## config.mk

```make
export PLATFORM = sky130hd
export DESIGN_NAME = wb_buf_bridge_flat
export DESIGN_NICKNAME = d
export VERILOG_FILES = /design/src/rtl/wb_buf_bridge_if.sv /design/src/rtl/wb_buf_bridge.sv /design/src/flat_wrapper.sv
export SDC_FILE = /design/constraint.sdc
export NUM_CORES = 1
export LEC_CHECK = 0
export ABC_AREA = 1
export CAP_MARGIN = 20
export CORE_MARGIN = 5
export CORE_UTILIZATION = 50
export DETAILED_ROUTE_END_ITERATION = 6
export DONT_BUFFER_PORTS = 1
export GPL_ROUTABILITY_DRIVEN = 0
export PLACE_DENSITY_LB_ADDON = 0.3
export SYNTH_ARGS = -nofsm -noshare
export SYNTH_HDL_FRONTEND = slang
export SYNTH_SLANG_ARGS = --single-unit
```

## constraint.sdc

```tcl
create_clock -name WB_CLK_I -period 3.45 [get_ports WB_CLK_I]
set_clock_uncertainty 0.2 [all_clocks]
set_input_delay 0.345 -clock WB_CLK_I [delete_from_list [all_inputs] [get_ports WB_CLK_I]]
set_output_delay 0.345 -clock WB_CLK_I [all_outputs]
set_load 0.005 [all_outputs]
```

## src/rtl/wb_buf_bridge_if.sv

```systemverilog
// Bundle of the Wishbone classic slave signals and the buffer request/acknowledge
// port of wb_buf_bridge. The slave modport is the bridge; the master modport is its environment.
interface wb_buf_bridge_if #(
    parameter int AW = 8,
    parameter int DW = 32
);
    localparam int SW = DW / 8;

    logic [AW-1:0] WB_ADR_I;
    logic [DW-1:0] WB_DAT_I;
    logic [SW-1:0] WB_SEL_I;
    logic          WB_WE_I;
    logic          WB_CYC_I;
    logic          WB_STB_I;
    logic [DW-1:0] WB_DAT_O;
    logic          WB_ACK_O;
    logic          WB_ERR_O;
    logic          BUF_REQ;
    logic          BUF_WR;
    logic [AW-1:0] BUF_ADDR_O;
    logic [DW-1:0] BUF_DATA_O;
    logic [SW-1:0] BUF_BE_O;
    logic [DW-1:0] BUF_DATA_I;
    logic          BUF_ACK;

    modport slave (
        input  WB_ADR_I, WB_DAT_I, WB_SEL_I, WB_WE_I, WB_CYC_I, WB_STB_I,
        input  BUF_DATA_I, BUF_ACK,
        output WB_DAT_O, WB_ACK_O, WB_ERR_O,
        output BUF_REQ, BUF_WR, BUF_ADDR_O, BUF_DATA_O, BUF_BE_O
    );

    modport master (
        output WB_ADR_I, WB_DAT_I, WB_SEL_I, WB_WE_I, WB_CYC_I, WB_STB_I,
        output BUF_DATA_I, BUF_ACK,
        input  WB_DAT_O, WB_ACK_O, WB_ERR_O,
        input  BUF_REQ, BUF_WR, BUF_ADDR_O, BUF_DATA_O, BUF_BE_O
    );
endinterface

```

## src/rtl/wb_buf_bridge.sv

```systemverilog
// Wishbone classic slave forwarding single read/write cycles to a request/acknowledge buffer port.
// Define WB_BUF_TIMEOUT_EN to terminate a stalled buffer access with WB_ERR_O after TMO_CYC clocks.
module wb_buf_bridge #(
    parameter int AW      = 8,
    parameter int DW      = 32,
    parameter int TMO_CYC = 255
) (
    input  logic           WB_CLK_I,
    input  logic           WB_RST_I,
    wb_buf_bridge_if.slave bus
);
    localparam int SW = DW / 8;

    if (((DW % 8) != 0) || (TMO_CYC < 1)) begin : g_cfg_check
        $error("wb_buf_bridge: DW must be a multiple of 8 and TMO_CYC must be >= 1");
    end

    typedef enum logic [1:0] {
        ST_IDLE = 2'd0,
        ST_REQ  = 2'd1,
        ST_RESP = 2'd2
    } state_t;

    state_t        state_r, state_s;
    logic [AW-1:0] addr_r,  addr_s;
    logic [DW-1:0] wdat_r,  wdat_s;
    logic [SW-1:0] be_r,    be_s;
    logic          wr_r,    wr_s;
    logic          req_r,   req_s;
    logic          ack_r,   ack_s;
    logic [DW-1:0] rdat_r,  rdat_s;

`ifdef WB_BUF_TIMEOUT_EN
    localparam int            CW       = $clog2(TMO_CYC + 1);
    localparam logic [CW-1:0] TMO_LAST = CW'(TMO_CYC - 1);

    logic          err_r,     err_s;
    logic [CW-1:0] tmo_cnt_r, tmo_cnt_s;
`endif

    // Next-state and next-output logic; abort beats acknowledge, acknowledge beats timeout.
    always_comb begin
        state_s = state_r;
        addr_s  = addr_r;
        wdat_s  = wdat_r;
        be_s    = be_r;
        wr_s    = wr_r;
        req_s   = req_r;
        ack_s   = 1'b0;
        rdat_s  = rdat_r;
`ifdef WB_BUF_TIMEOUT_EN
        err_s     = 1'b0;
        tmo_cnt_s = tmo_cnt_r;
`endif
        case (state_r)
            ST_IDLE: begin
                if (bus.WB_CYC_I && bus.WB_STB_I) begin
                    addr_s  = bus.WB_ADR_I;
                    wdat_s  = bus.WB_DAT_I;
                    be_s    = bus.WB_SEL_I;
                    wr_s    = bus.WB_WE_I;
                    req_s   = 1'b1;
                    state_s = ST_REQ;
`ifdef WB_BUF_TIMEOUT_EN
                    tmo_cnt_s = '0;
`endif
                end else begin
                    state_s = ST_IDLE;
                end
            end
            ST_REQ: begin
                if (!bus.WB_CYC_I) begin
                    req_s   = 1'b0;
                    wr_s    = 1'b0;
                    state_s = ST_IDLE;
                end else if (bus.BUF_ACK) begin
                    req_s   = 1'b0;
                    ack_s   = 1'b1;
                    state_s = ST_RESP;
                    if (!wr_r) begin
                        rdat_s = bus.BUF_DATA_I;
                    end else begin
                        rdat_s = rdat_r;
                    end
`ifdef WB_BUF_TIMEOUT_EN
                end else if (tmo_cnt_r == TMO_LAST) begin
                    req_s   = 1'b0;
                    err_s   = 1'b1;
                    state_s = ST_RESP;
                end else begin
                    tmo_cnt_s = tmo_cnt_r + CW'(1);
                end
`else
                end else begin
                    state_s = ST_REQ;
                end
`endif
            end
            ST_RESP: begin
                wr_s    = 1'b0;
                state_s = ST_IDLE;
            end
            default: begin
                req_s   = 1'b0;
                wr_s    = 1'b0;
                state_s = ST_IDLE;
            end
        endcase
    end

    // State and registered outputs, cleared asynchronously by WB_RST_I.
    always_ff @(posedge WB_CLK_I or posedge WB_RST_I) begin
        if (WB_RST_I) begin
            state_r <= ST_IDLE;
            addr_r  <= '0;
            wdat_r  <= '0;
            be_r    <= '0;
            wr_r    <= 1'b0;
            req_r   <= 1'b0;
            ack_r   <= 1'b0;
            rdat_r  <= '0;
        end else begin
            state_r <= state_s;
            addr_r  <= addr_s;
            wdat_r  <= wdat_s;
            be_r    <= be_s;
            wr_r    <= wr_s;
            req_r   <= req_s;
            ack_r   <= ack_s;
            rdat_r  <= rdat_s;
        end
    end

`ifdef WB_BUF_TIMEOUT_EN
    // Timeout counter and error flag.
    always_ff @(posedge WB_CLK_I or posedge WB_RST_I) begin
        if (WB_RST_I) begin
            err_r     <= 1'b0;
            tmo_cnt_r <= '0;
        end else begin
            err_r     <= err_s;
            tmo_cnt_r <= tmo_cnt_s;
        end
    end

    assign bus.WB_ERR_O = err_r;
`else
    assign bus.WB_ERR_O = 1'b0;
`endif

    assign bus.WB_DAT_O   = rdat_r;
    assign bus.WB_ACK_O   = ack_r;
    assign bus.BUF_REQ    = req_r;
    assign bus.BUF_WR     = wr_r;
    assign bus.BUF_ADDR_O = addr_r;
    assign bus.BUF_DATA_O = wdat_r;
    assign bus.BUF_BE_O   = be_r;
endmodule
```

## src/flat_wrapper.sv

```systemverilog
// flat-port wrapper written by rule: the top's interface ports become plain ports
module wb_buf_bridge_flat 
#(
    parameter int AW      = 8,
    parameter int DW      = 32,
    parameter int TMO_CYC = 255
)
  (WB_CLK_I, WB_RST_I, bus_WB_ADR_I, bus_WB_DAT_I, bus_WB_SEL_I, bus_WB_WE_I, bus_WB_CYC_I, bus_WB_STB_I, bus_BUF_DATA_I, bus_BUF_ACK, bus_WB_DAT_O, bus_WB_ACK_O, bus_WB_ERR_O, bus_BUF_REQ, bus_BUF_WR, bus_BUF_ADDR_O, bus_BUF_DATA_O, bus_BUF_BE_O);
  wb_buf_bridge_if #(.AW(AW), .DW(DW)) bus_i ();
  input  logic WB_CLK_I;
  input  logic WB_RST_I;
  input wire logic [$bits(bus_i.WB_ADR_I)-1:0] bus_WB_ADR_I;
  input wire logic [$bits(bus_i.WB_DAT_I)-1:0] bus_WB_DAT_I;
  input wire logic [$bits(bus_i.WB_SEL_I)-1:0] bus_WB_SEL_I;
  input wire logic [$bits(bus_i.WB_WE_I)-1:0] bus_WB_WE_I;
  input wire logic [$bits(bus_i.WB_CYC_I)-1:0] bus_WB_CYC_I;
  input wire logic [$bits(bus_i.WB_STB_I)-1:0] bus_WB_STB_I;
  input wire logic [$bits(bus_i.BUF_DATA_I)-1:0] bus_BUF_DATA_I;
  input wire logic [$bits(bus_i.BUF_ACK)-1:0] bus_BUF_ACK;
  output wire logic [$bits(bus_i.WB_DAT_O)-1:0] bus_WB_DAT_O;
  output wire logic [$bits(bus_i.WB_ACK_O)-1:0] bus_WB_ACK_O;
  output wire logic [$bits(bus_i.WB_ERR_O)-1:0] bus_WB_ERR_O;
  output wire logic [$bits(bus_i.BUF_REQ)-1:0] bus_BUF_REQ;
  output wire logic [$bits(bus_i.BUF_WR)-1:0] bus_BUF_WR;
  output wire logic [$bits(bus_i.BUF_ADDR_O)-1:0] bus_BUF_ADDR_O;
  output wire logic [$bits(bus_i.BUF_DATA_O)-1:0] bus_BUF_DATA_O;
  output wire logic [$bits(bus_i.BUF_BE_O)-1:0] bus_BUF_BE_O;
  assign bus_i.WB_ADR_I = bus_WB_ADR_I;
  assign bus_i.WB_DAT_I = bus_WB_DAT_I;
  assign bus_i.WB_SEL_I = bus_WB_SEL_I;
  assign bus_i.WB_WE_I = bus_WB_WE_I;
  assign bus_i.WB_CYC_I = bus_WB_CYC_I;
  assign bus_i.WB_STB_I = bus_WB_STB_I;
  assign bus_i.BUF_DATA_I = bus_BUF_DATA_I;
  assign bus_i.BUF_ACK = bus_BUF_ACK;
  assign bus_WB_DAT_O = bus_i.WB_DAT_O;
  assign bus_WB_ACK_O = bus_i.WB_ACK_O;
  assign bus_WB_ERR_O = bus_i.WB_ERR_O;
  assign bus_BUF_REQ = bus_i.BUF_REQ;
  assign bus_BUF_WR = bus_i.BUF_WR;
  assign bus_BUF_ADDR_O = bus_i.BUF_ADDR_O;
  assign bus_BUF_DATA_O = bus_i.BUF_DATA_O;
  assign bus_BUF_BE_O = bus_i.BUF_BE_O;
  wb_buf_bridge #(.AW(AW), .DW(DW), .TMO_CYC(TMO_CYC)) u_core (.WB_CLK_I(WB_CLK_I), .WB_RST_I(WB_RST_I), .bus(bus_i));
endmodule
```

==> results_dict.tcl <==
set metrics [dict create \
    outcome "complete, no violations" \
    slowest_delay_ns 0.61 \
    drive_gt1_frac 0.0688 \
    synth_warnings 0 \
    irDropWorstVdd_mv 0.424 \
    syn-cell-area_sq_um 3250 \
    grt_pass1_wl_um 14200 \
    core_sq_um 6350 \
    synth-edff-count 0 \
    crit_arrival_ns 1.98 \
    crit_chain "dlygate4sd3_1, nand3_2, nor2_4, nand2_1, nand2_1" \
    grt_max_degree 55 \
    rsz0062_at_grt "false" \
    syn_nets 441 \
    crit_type "in2reg" \
    critPathMaxFanout 32 \
    wl_per_cell_um 16.7 \
    synthTopCellsByArea "dfrtp_1 62%, nand2_1 22%, nand3_1 7.2%, buf_6 3.5%, buf_2 1.2%" \
    synth.most_common_cell "nand2_1" \
    cts.sinks 80 \
    r2r-end "u_core.bus.BUF_ADDR_O[4]" \
    slew_viol_final 0 \
    reg2reg_depth 4 \
    min_period_ns 1.93 \
    detail_route.iter0.violations 132 \
    power.leakage_nw 2.20 \
    clockBufferDepth 2 \
    hold_viol_final 0 \
    hpwlAfterDp_um 5020 \
    grt.total_usage 0.212 \
    synth_top_cell_by_area "dfrtp_1" \
    syn_area_per_cell_sq_um 9.05 \
    slew_headroom 0.402 \
    synth_common_cells "190 x nand2_1, 80 x dfrtp_1, 47 x nand3_1" \
    hold_depth 4 \
    drv_cap 0 \
    die_area_sq_um 8210 \
    antenna_found_initial 0 \
    post_cts_buffers 0 \
    grt-ovfl-total 0 \
    async_flop_share 1.00 \
    syn_inst 359 \
    post-route-drc-count 0 \
    worst-slew-pin-transition_ns 0.896 \
    final_net_count 515 \
    wl_um 8570 \
    startpoint_type "primary input" \
    cts_tree "built" \
    area_growth_pct 29.6 \
    worstReg2RegStart "u_core.bus.WB_ACK_O" \
    final_antenna_net_count 0 \
    clk_pin_slew_ns 0.07 \
    initial_utilization 0.512 \
    synth-seq-cells 80 \
    num_rows 29 \
    total_power_w 0.00249 \
    hp-class "in2reg" \
    synth_top_area_frac 0.616 \
    synth_cell_type_count 15 \
    min_to "u_core.bus.BUF_WR" \
    die_x_um 90.6 \
    r2r_setup_slack_ns 1.54 \
    htreeDepth 3 \
    top_level_ports 162 \
    cts_buffers 9 \
    setup_viol_count_final 0 \
    clkLatencyLatePin_ns 0.32 \
    timing.final.crit_share 0.558 \
    yosys_most_used_dff "dfrtp_1" \
    ys_seq_area_frac 0.616 \
    via_per_inst 5.21 \
    first_pass_iters 5 \
    path_common_cell "nand2_1" \
    fin_tns_setup_ns 0 \
    crit_required_ns 3.51 \
    die_h_um 90.6 \
    critPathSlowestCell "nor2_4" \
    min-delay-start "bus_WB_WE_I" \
    end_kind "flip-flop" \
    grt_pass1_vias 2791 \
    routed-via-count 2671 \
    fmax_mhz 519 \
    io_buffers 0 \
    power_density_nw_per_um2 591 \
    clockRootBuffer "clkbuf_8" \
    antennaDiodeCount 0 \
]
-- area by class of cell --
cell class	count	area (sq um)
clock buffer	10	138
timing repair buffer	82	816
fill	476	2140
inverter	8	31.3
tap	77	96.3
clock inverter	4	70.1
sequential	80	2000
multi-input combinational	252	1060
-- cells by family (layout without fill, tap and decap cells) --
group / after synthesis / after routing / synth area share
flip-flops: 80 / 80 / 0.616
other: 1 / 1 / 0.00115
buffers and inverters: 27 / 104 / 0.0585
AND/OR/NAND/NOR: 251 / 251 / 0.324
-- layer usage --
layer / GRT usage / routed length, um / vias to the layer above
li1: - / - / 1251
met1: 0.259 / 3210 / 1260
met5: 0 / 0 / -
met4: 0.0720 / 142 / 0
met2: 0.347 / 4320 / 144
met3: 0.0783 / 887 / 16
-- repair_timing --
item	in CTS	in global routing
resized for setup	0	0
hold buffers	80	0
endpoints found under the hold margin	131	0
-- how the worst max path moves through the flow --
stage                   startpoint  slack (ns)                        end
5_1_grt        u_core.bus.WB_ACK_O        1.38  u_core.bus.BUF_DATA_O[11]
3_3_place_gp          bus_WB_CYC_I        1.46  u_core.bus.BUF_DATA_O[30]
2_1_floorplan             WB_RST_I        0.85   u_core.bus.BUF_ADDR_O[0]
3_5_place_dp          bus_WB_CYC_I        1.40   u_core.bus.BUF_ADDR_O[4]
6_report              bus_WB_CYC_I        1.52     u_core.bus.WB_DAT_O[7]
4_1_cts        u_core.bus.WB_ACK_O        1.55   u_core.bus.BUF_ADDR_O[4]
-- through the flow --
step                      setup WS, ns  cells  area [sq um]   util  hold slack, ns
after floorplan                  0.853    359          3250      -           0.256
after global placement            1.46    419          3200  0.504           0.245
after detailed placement          1.40    419          3200  0.504           0.252
after CTS                         1.55    513          4210  0.663         0.00807
after global routing              1.38    513          4210  0.663          0.0148
final                             1.52    513          4210  0.663          0.0251
-- report_power, final --
| group | switching (W) | internal [W] |
|---|---|---|
| Combinational | 0.000214 | 0.000163 |
| Clock | 0.000303 | 0.000417 |
| Sequential | 0.000212 | 0.00118 |
| Total | 0.000728 | 0.00176 |
-- cell usage in the layout, fill, tap and decap left out, types with 2 or more instances in the layout --
cell	synthesis	final
nand2_1	190	190
dlygate4sd3_1	0	80
dfrtp_1	80	80
nand3_1	47	47
clkbuf_8	0	10
inv_1	7	6
nand2_2	6	6
clkinv_2	0	3
nand3_2	2	2
nor2_4	2	2
nor2_1	2	2
bufinv_16	0	2
buf_4	1	2
-- worst max-delay path: cells and delay by family --
| kind | cells | cell delay [ns] |
|---|---|---|
| buffers and inverters | 1 | 0.58 |
| and+or+nand+nor | 4 | 1.06 |
-- flip-flops by register name, summed over array words and instances (netlist names) --
signal,flops
u_core.bus.BUF_ADDR_O,8
u_core.bus.BUF_BE_O,4
u_core.bus.BUF_DATA_O,32
u_core.bus.BUF_REQ,1
u_core.bus.BUF_WR,1
u_core.bus.WB_ACK_O,1
u_core.bus.WB_DAT_O,32
u_core.state_r,1
Power figures use the tool's default switching activity.
